**src/rtl/rv32i_multicycle_ctrl.sv**
```systemverilog
// Multi-cycle RV32I control FSM: steps the shared datapath through fetch, decode,
// execute, memory and writeback, waits on memory handshakes, counts retirements.
module rv32i_multicycle_ctrl (
   input  logic        clk,
   input  logic        reset,
   input  logic [31:0] instr_code,
   input  logic        i_ready,
   input  logic        d_ready,
   output logic        i_req,
   output logic        ir_en,
   output logic        pc_en,
   output logic        reg_wr_en,
   output logic [3:0]  alu_controls,
   output logic        aluSrcMuxSel,
   output logic [2:0]  RegWdataSel,
   output logic        branch,
   output logic        jal,
   output logic        jalr,
   output logic        d_req,
   output logic        d_wr_en,
   output logic        halted,
   output logic [31:0] instret
);

   typedef enum logic [2:0] {
      S_FETCH, S_DECODE, S_EXECUTE, S_MEM, S_WB, S_HALT
   } state_t;

   state_t      state;
   logic [6:0]  opcode;
   logic [2:0]  funct3;
   logic        f7b5;
   logic        is_r, is_i, is_il, is_s, is_b, is_lui, is_auipc, is_jal, is_jalr;
   logic        legal;
   logic        decoding;
   logic        unused_fields;

   assign opcode   = instr_code[6:0];
   assign funct3   = instr_code[14:12];
   assign f7b5     = instr_code[30];
   assign is_r     = (opcode == 7'b0110011);
   assign is_i     = (opcode == 7'b0010011);
   assign is_il    = (opcode == 7'b0000011);
   assign is_s     = (opcode == 7'b0100011);
   assign is_b     = (opcode == 7'b1100011);
   assign is_lui   = (opcode == 7'b0110111);
   assign is_auipc = (opcode == 7'b0010111);
   assign is_jal   = (opcode == 7'b1101111);
   assign is_jalr  = (opcode == 7'b1100111);
   assign legal    = is_r | is_i | is_il | is_s | is_b | is_lui | is_auipc | is_jal | is_jalr;
   assign decoding = (state == S_DECODE) || (state == S_EXECUTE) ||
                     (state == S_MEM) || (state == S_WB);

   // Register indices and immediates belong to the datapath, not the controller.
   assign unused_fields = ^{instr_code[31], instr_code[29:15], instr_code[11:7]};

   // Strobes are gated by reset so an abort produces no pulse while reset is held.
   always_comb begin
      i_req        = 1'b0;
      ir_en        = 1'b0;
      pc_en        = 1'b0;
      reg_wr_en    = 1'b0;
      branch       = 1'b0;
      d_req        = 1'b0;
      d_wr_en      = 1'b0;
      halted       = 1'b0;
      alu_controls = 4'b0000;
      aluSrcMuxSel = 1'b0;
      RegWdataSel  = 3'd0;
      jal          = 1'b0;
      jalr         = 1'b0;
      if (!reset) begin
         case (state)
            S_FETCH: begin
               i_req = 1'b1;
               ir_en = i_ready;
            end
            S_EXECUTE: begin
               branch = is_b;
               pc_en  = is_b;
            end
            S_MEM: begin
               d_req   = 1'b1;
               d_wr_en = is_s;
               pc_en   = is_s & d_ready;
            end
            S_WB: begin
               reg_wr_en = 1'b1;
               pc_en     = 1'b1;
            end
            S_HALT:  halted = 1'b1;
            default: ;
         endcase
         if (decoding) begin
            if (is_r)
               alu_controls = {f7b5, funct3};
            else if (is_i)
               alu_controls = {(funct3 == 3'b101) & f7b5, funct3};
            else if (is_b)
               alu_controls = {1'b0, funct3};
            aluSrcMuxSel = is_i | is_il | is_s | is_jalr;
            if (is_il)
               RegWdataSel = 3'd1;
            else if (is_lui)
               RegWdataSel = 3'd2;
            else if (is_auipc)
               RegWdataSel = 3'd3;
            else if (is_jal || is_jalr)
               RegWdataSel = 3'd4;
            jal  = is_jal | is_jalr;
            jalr = is_jalr;
         end
      end
   end

   always_ff @(posedge clk or posedge reset) begin
      if (reset) begin
         state   <= S_FETCH;
         instret <= 32'd0;
      end else begin
         if (pc_en)
            instret <= instret + 32'd1;
         case (state)
            S_FETCH:   if (i_ready) state <= S_DECODE;
            S_DECODE:  state <= legal ? S_EXECUTE : S_HALT;
            S_EXECUTE: begin
               if (is_b)
                  state <= S_FETCH;
               else if (is_il || is_s)
                  state <= S_MEM;
               else
                  state <= S_WB;
            end
            S_MEM:     if (d_ready) state <= is_s ? S_FETCH : S_WB;
            S_WB:      state <= S_FETCH;
            S_HALT:    state <= S_HALT;
            default:   state <= S_FETCH;
         endcase
      end
   end

endmodule

```
**config.mk**
```make
export PLATFORM = sky130hd
export DESIGN_NAME = rv32i_multicycle_ctrl
export DESIGN_NICKNAME = d
export VERILOG_FILES = /design/src/rtl/rv32i_multicycle_ctrl.sv
export SDC_FILE = /design/constraint.sdc
export NUM_CORES = 1
export LEC_CHECK = 0
export ABC_AREA = 1
export CAP_MARGIN = 25
export CORE_MARGIN = 2
export CORE_UTILIZATION = 50
export CTS_CLUSTER_DIAMETER = 60
export CTS_CLUSTER_SIZE = 14
export DETAILED_ROUTE_END_ITERATION = 12
export PLACE_DENSITY = 0.87
export SETUP_SLACK_MARGIN = 0.02
export SLEW_MARGIN = 30
export SYNTH_ARGS = -nofsm -noshare
export SYNTH_HDL_FRONTEND = slang
export SYNTH_SLANG_ARGS = --single-unit
```
**constraint.sdc**
```tcl
create_clock -name clk -period 8 [get_ports clk]
set_clock_uncertainty 0.05 [all_clocks]
set_input_delay 1.6 -clock clk [delete_from_list [all_inputs] [get_ports clk]]
set_output_delay 1.6 -clock clk [all_outputs]
set_load 0.02 [all_outputs]
```
==> run_results.csv <==
group,metric,value,unit
min_path,hold_class,"reg -> reg",
grt,grt_pass1_wl,11.7,mm
route,drt-met1-wl,3.13,mm
grt,first_global_vias,2654,
clocking,cts.htree.levels,2,
clocking,post_cts_resized,0,
critical_path,criticalPathCategory,"in -> out",
sta,hold_viol_final,0,
placement,gp_congestion,0.932,
critical_path,required,6.35,ns
layout,num_antenna_cells,0,
placement,port_buffers,64,
layout,nNetsFinal,518,
floorplanning,die_height,75.6,um
critical_path,arrival,4.08,ns
synthesis,synth-async-reset-ratio,100,%
clocking,cts_tree,"done",
route,vias_per_cell,5.21,
run,maxCapViolations,0,
clocking,cts_num_sinks,35,
clocking,cts_setup_buffers,0,
pwr,p_leak,0.00147,uW
pwr,peakVddDrop,0.101,mV
layout,area_growth,30.0,%
synthesis,ys_seq_area_share,34.2,%
synthesis,syn_area_per_cell,6.15,um^2
route,dr_wl_met2,3.27,mm
synthesis,synthDistinctLibCells,31,
synthesis,synth_cells,416,
layout,n_fill_cell,493,
synthesis,yosys_register_bits,35,
sta,tns,0,ns
sta,slew_headroom,62.1,%
route,wl_met3,453,um
floorplanning,fp.dieW,75.6,um
route,vias,2870,
sta,rsz0062_at_grt,"false",
critical_path,crit_fanout,37,
sta,slew_violations,0,
floorplanning,dieArea,5710,um^2
layout,fin_area,3330,um^2
clocking,cts_buffer_depth,2,
grt,grt_util_all_layers,26.7,%
route,drt-initial-drc-count,167,
sta,fmax,0.175,GHz
grt,grt-ovfl-total,0,
sta,worst_pin_slew,0.565,ns
critical_path,end_kind,"output pin",
synthesis,synth_warnings,0,
run_status,status,"finished, final reports clean",
synthesis,synth_fp_nets,453,
floorplanning,core_area,5010,um^2
route,wl,6.98,mm
sta,min_period,5.73,ns
placement,dpl_cell_area,3240,um^2
clocking,clk_pin_slew,0.07,ns
sta,fin_ws,2.27,ns
clocking,cts_buffers,5,
route,highest_layer,"met4",
pwr,p_per_area,176,nW/um^2
grt,antenna_found_initial,0,
floorplanning,rows,26,
placement,hpwl,5.41,mm
route,ant_nets,0,
clocking,worstSkewPairLatency,0.29,ns
layout,stdcell_count,551,
critical_path,cp-start-kind,"primary input",
placement,placed_cells,544,
route,drtPass1Iterations,5,
clocking,cts-root-buf,"clkbuf_8",
grt,grt_max_degree,39,
route,avgRoutedWirePerCell,12.7,um
clocking,hold_buffers,0,
synthesis,ys.flop_type,"dfrtp_1",
route,post-route-drc-count,0,
synthesis,synth_area,2560,um^2
sta,period_share,71.6,%
floorplanning,io_pins,86,
placement,pre_cts_slack,2.25,ns
floorplanning,initial_core_util,51.1,%
synthesis,synth_edf_count,0,
sta,setup_viol,0,
layout,drive_gt1_share,3.53,%
## power by group
part	internal, uW	leakage, uW	switching, uW	total [uW]
sequential	201	0.000476	33.3	234
combinational	85.3	0.000950	135	220
clock	67.5	0.0000470	62.7	130
## flip-flops by register name (all words and copies together), names as in the netlist
signal / flops
instret: 32
state: 3
## cells by family after synthesis
group	synth area share (%)
and+or+nand+nor	49.7
buffers and inverters	8.45
DFF	34.2
AOI/OAI and AO/OA	4.45
adders and majority gates	0.489
xor gates and xnor gates	2.74
## worst max-delay path: stages
cell and delay, ns:
clkdlybuf4s50_1 0.53, inv_1 0.09, buf_4 0.42, o21ai_1 0.34, nor3_1 0.30, o21bai_1 0.16, clkdlybuf4s50_1 0.63
## through the flow
stage / utilization (%) / hold WS, ns / power (uW)
after global placement: 64.7 / 0.458 / 448
after global routing: 66.4 / 0.519 / 624
final: 66.4 / 0.481 / 584
after detailed placement: 64.7 / 0.462 / 458
after floorplan: - / 0.554 / 377
after CTS: 66.4 / 0.484 / 587
## cells in the mapped netlist (2+ instances only)
library cell  count  area (um^2)
o211ai_1          2         15.0
nand3_1          23          115
nor2_1           60          225
xnor2_1           2         17.5
nand3b_1         10         75.1
buf_6             2         22.5
dfrtp_1          35          876
buf_2             3         15.0
a21oi_1           2         10.0
nand2_1         180          676
xor2_1            6         52.6
nand4_1           3         18.8
inv_1            40          150
nor3_1           17         85.1
nor2_2            3         18.8
nand3_2           2         20.0
nor4_1            2         12.5
o21ai_0          11         55.1
## path summary, 6_finish.rpt
kind | from | end | slack [ns] | depth (start not counted)
worst min register to register | instret[31] | instret[31] | 0.48 | 2
max in group asynchronous | reset | instret[14] | 5.69 | 3
min in group asynchronous | reset | instret[6] | 1.87 | 3
worst min-delay path | instret[31] | instret[31] | 0.48 | 2
worst max-delay path | reset | aluSrcMuxSel | 2.27 | 7
worst max register to register | instret[0] | instret[14] | 5.98 | 8
## layout make-up
class / count / area, um^2 / share of cell area (%)
Tap cell: 70 / 87.6 / 2.63
Clock inverter: 1 / 5.00 / 0.150
Inverter: 42 / 160 / 4.81
Multi-Input combinational cell: 332 / 1470 / 44.1
Sequential cell: 35 / 876 / 26.3
Timing Repair Buffer: 65 / 648 / 19.5
Clock buffer: 6 / 82.6 / 2.48
## cells in the final DEF (no fill, tap or decap), types with 2 or more instances in the layout
cell             count
nand4_1              3
nor4_1               2
clkbuf_8             6
clkdlybuf4s50_1     64
nor2_2               3
nand3_1             23
o211ai_1             2
o21ai_0             11
nand3b_1            10
inv_1               40
nand3_2              2
xor2_1               6
dfrtp_1             35
a21oi_1              2
xnor2_1              2
nor2_1              60
nor3_1              17
nand2_1            180
## routing by layer
layer  vias to the layer above  GRT usage, %
met5                         -             0
met4                         0          9.16
met3                        15          5.82
met2                        94          42.8
met1                      1327          35.7
li1                       1434             -
Note: power is estimated with default switching activity, not from simulation.
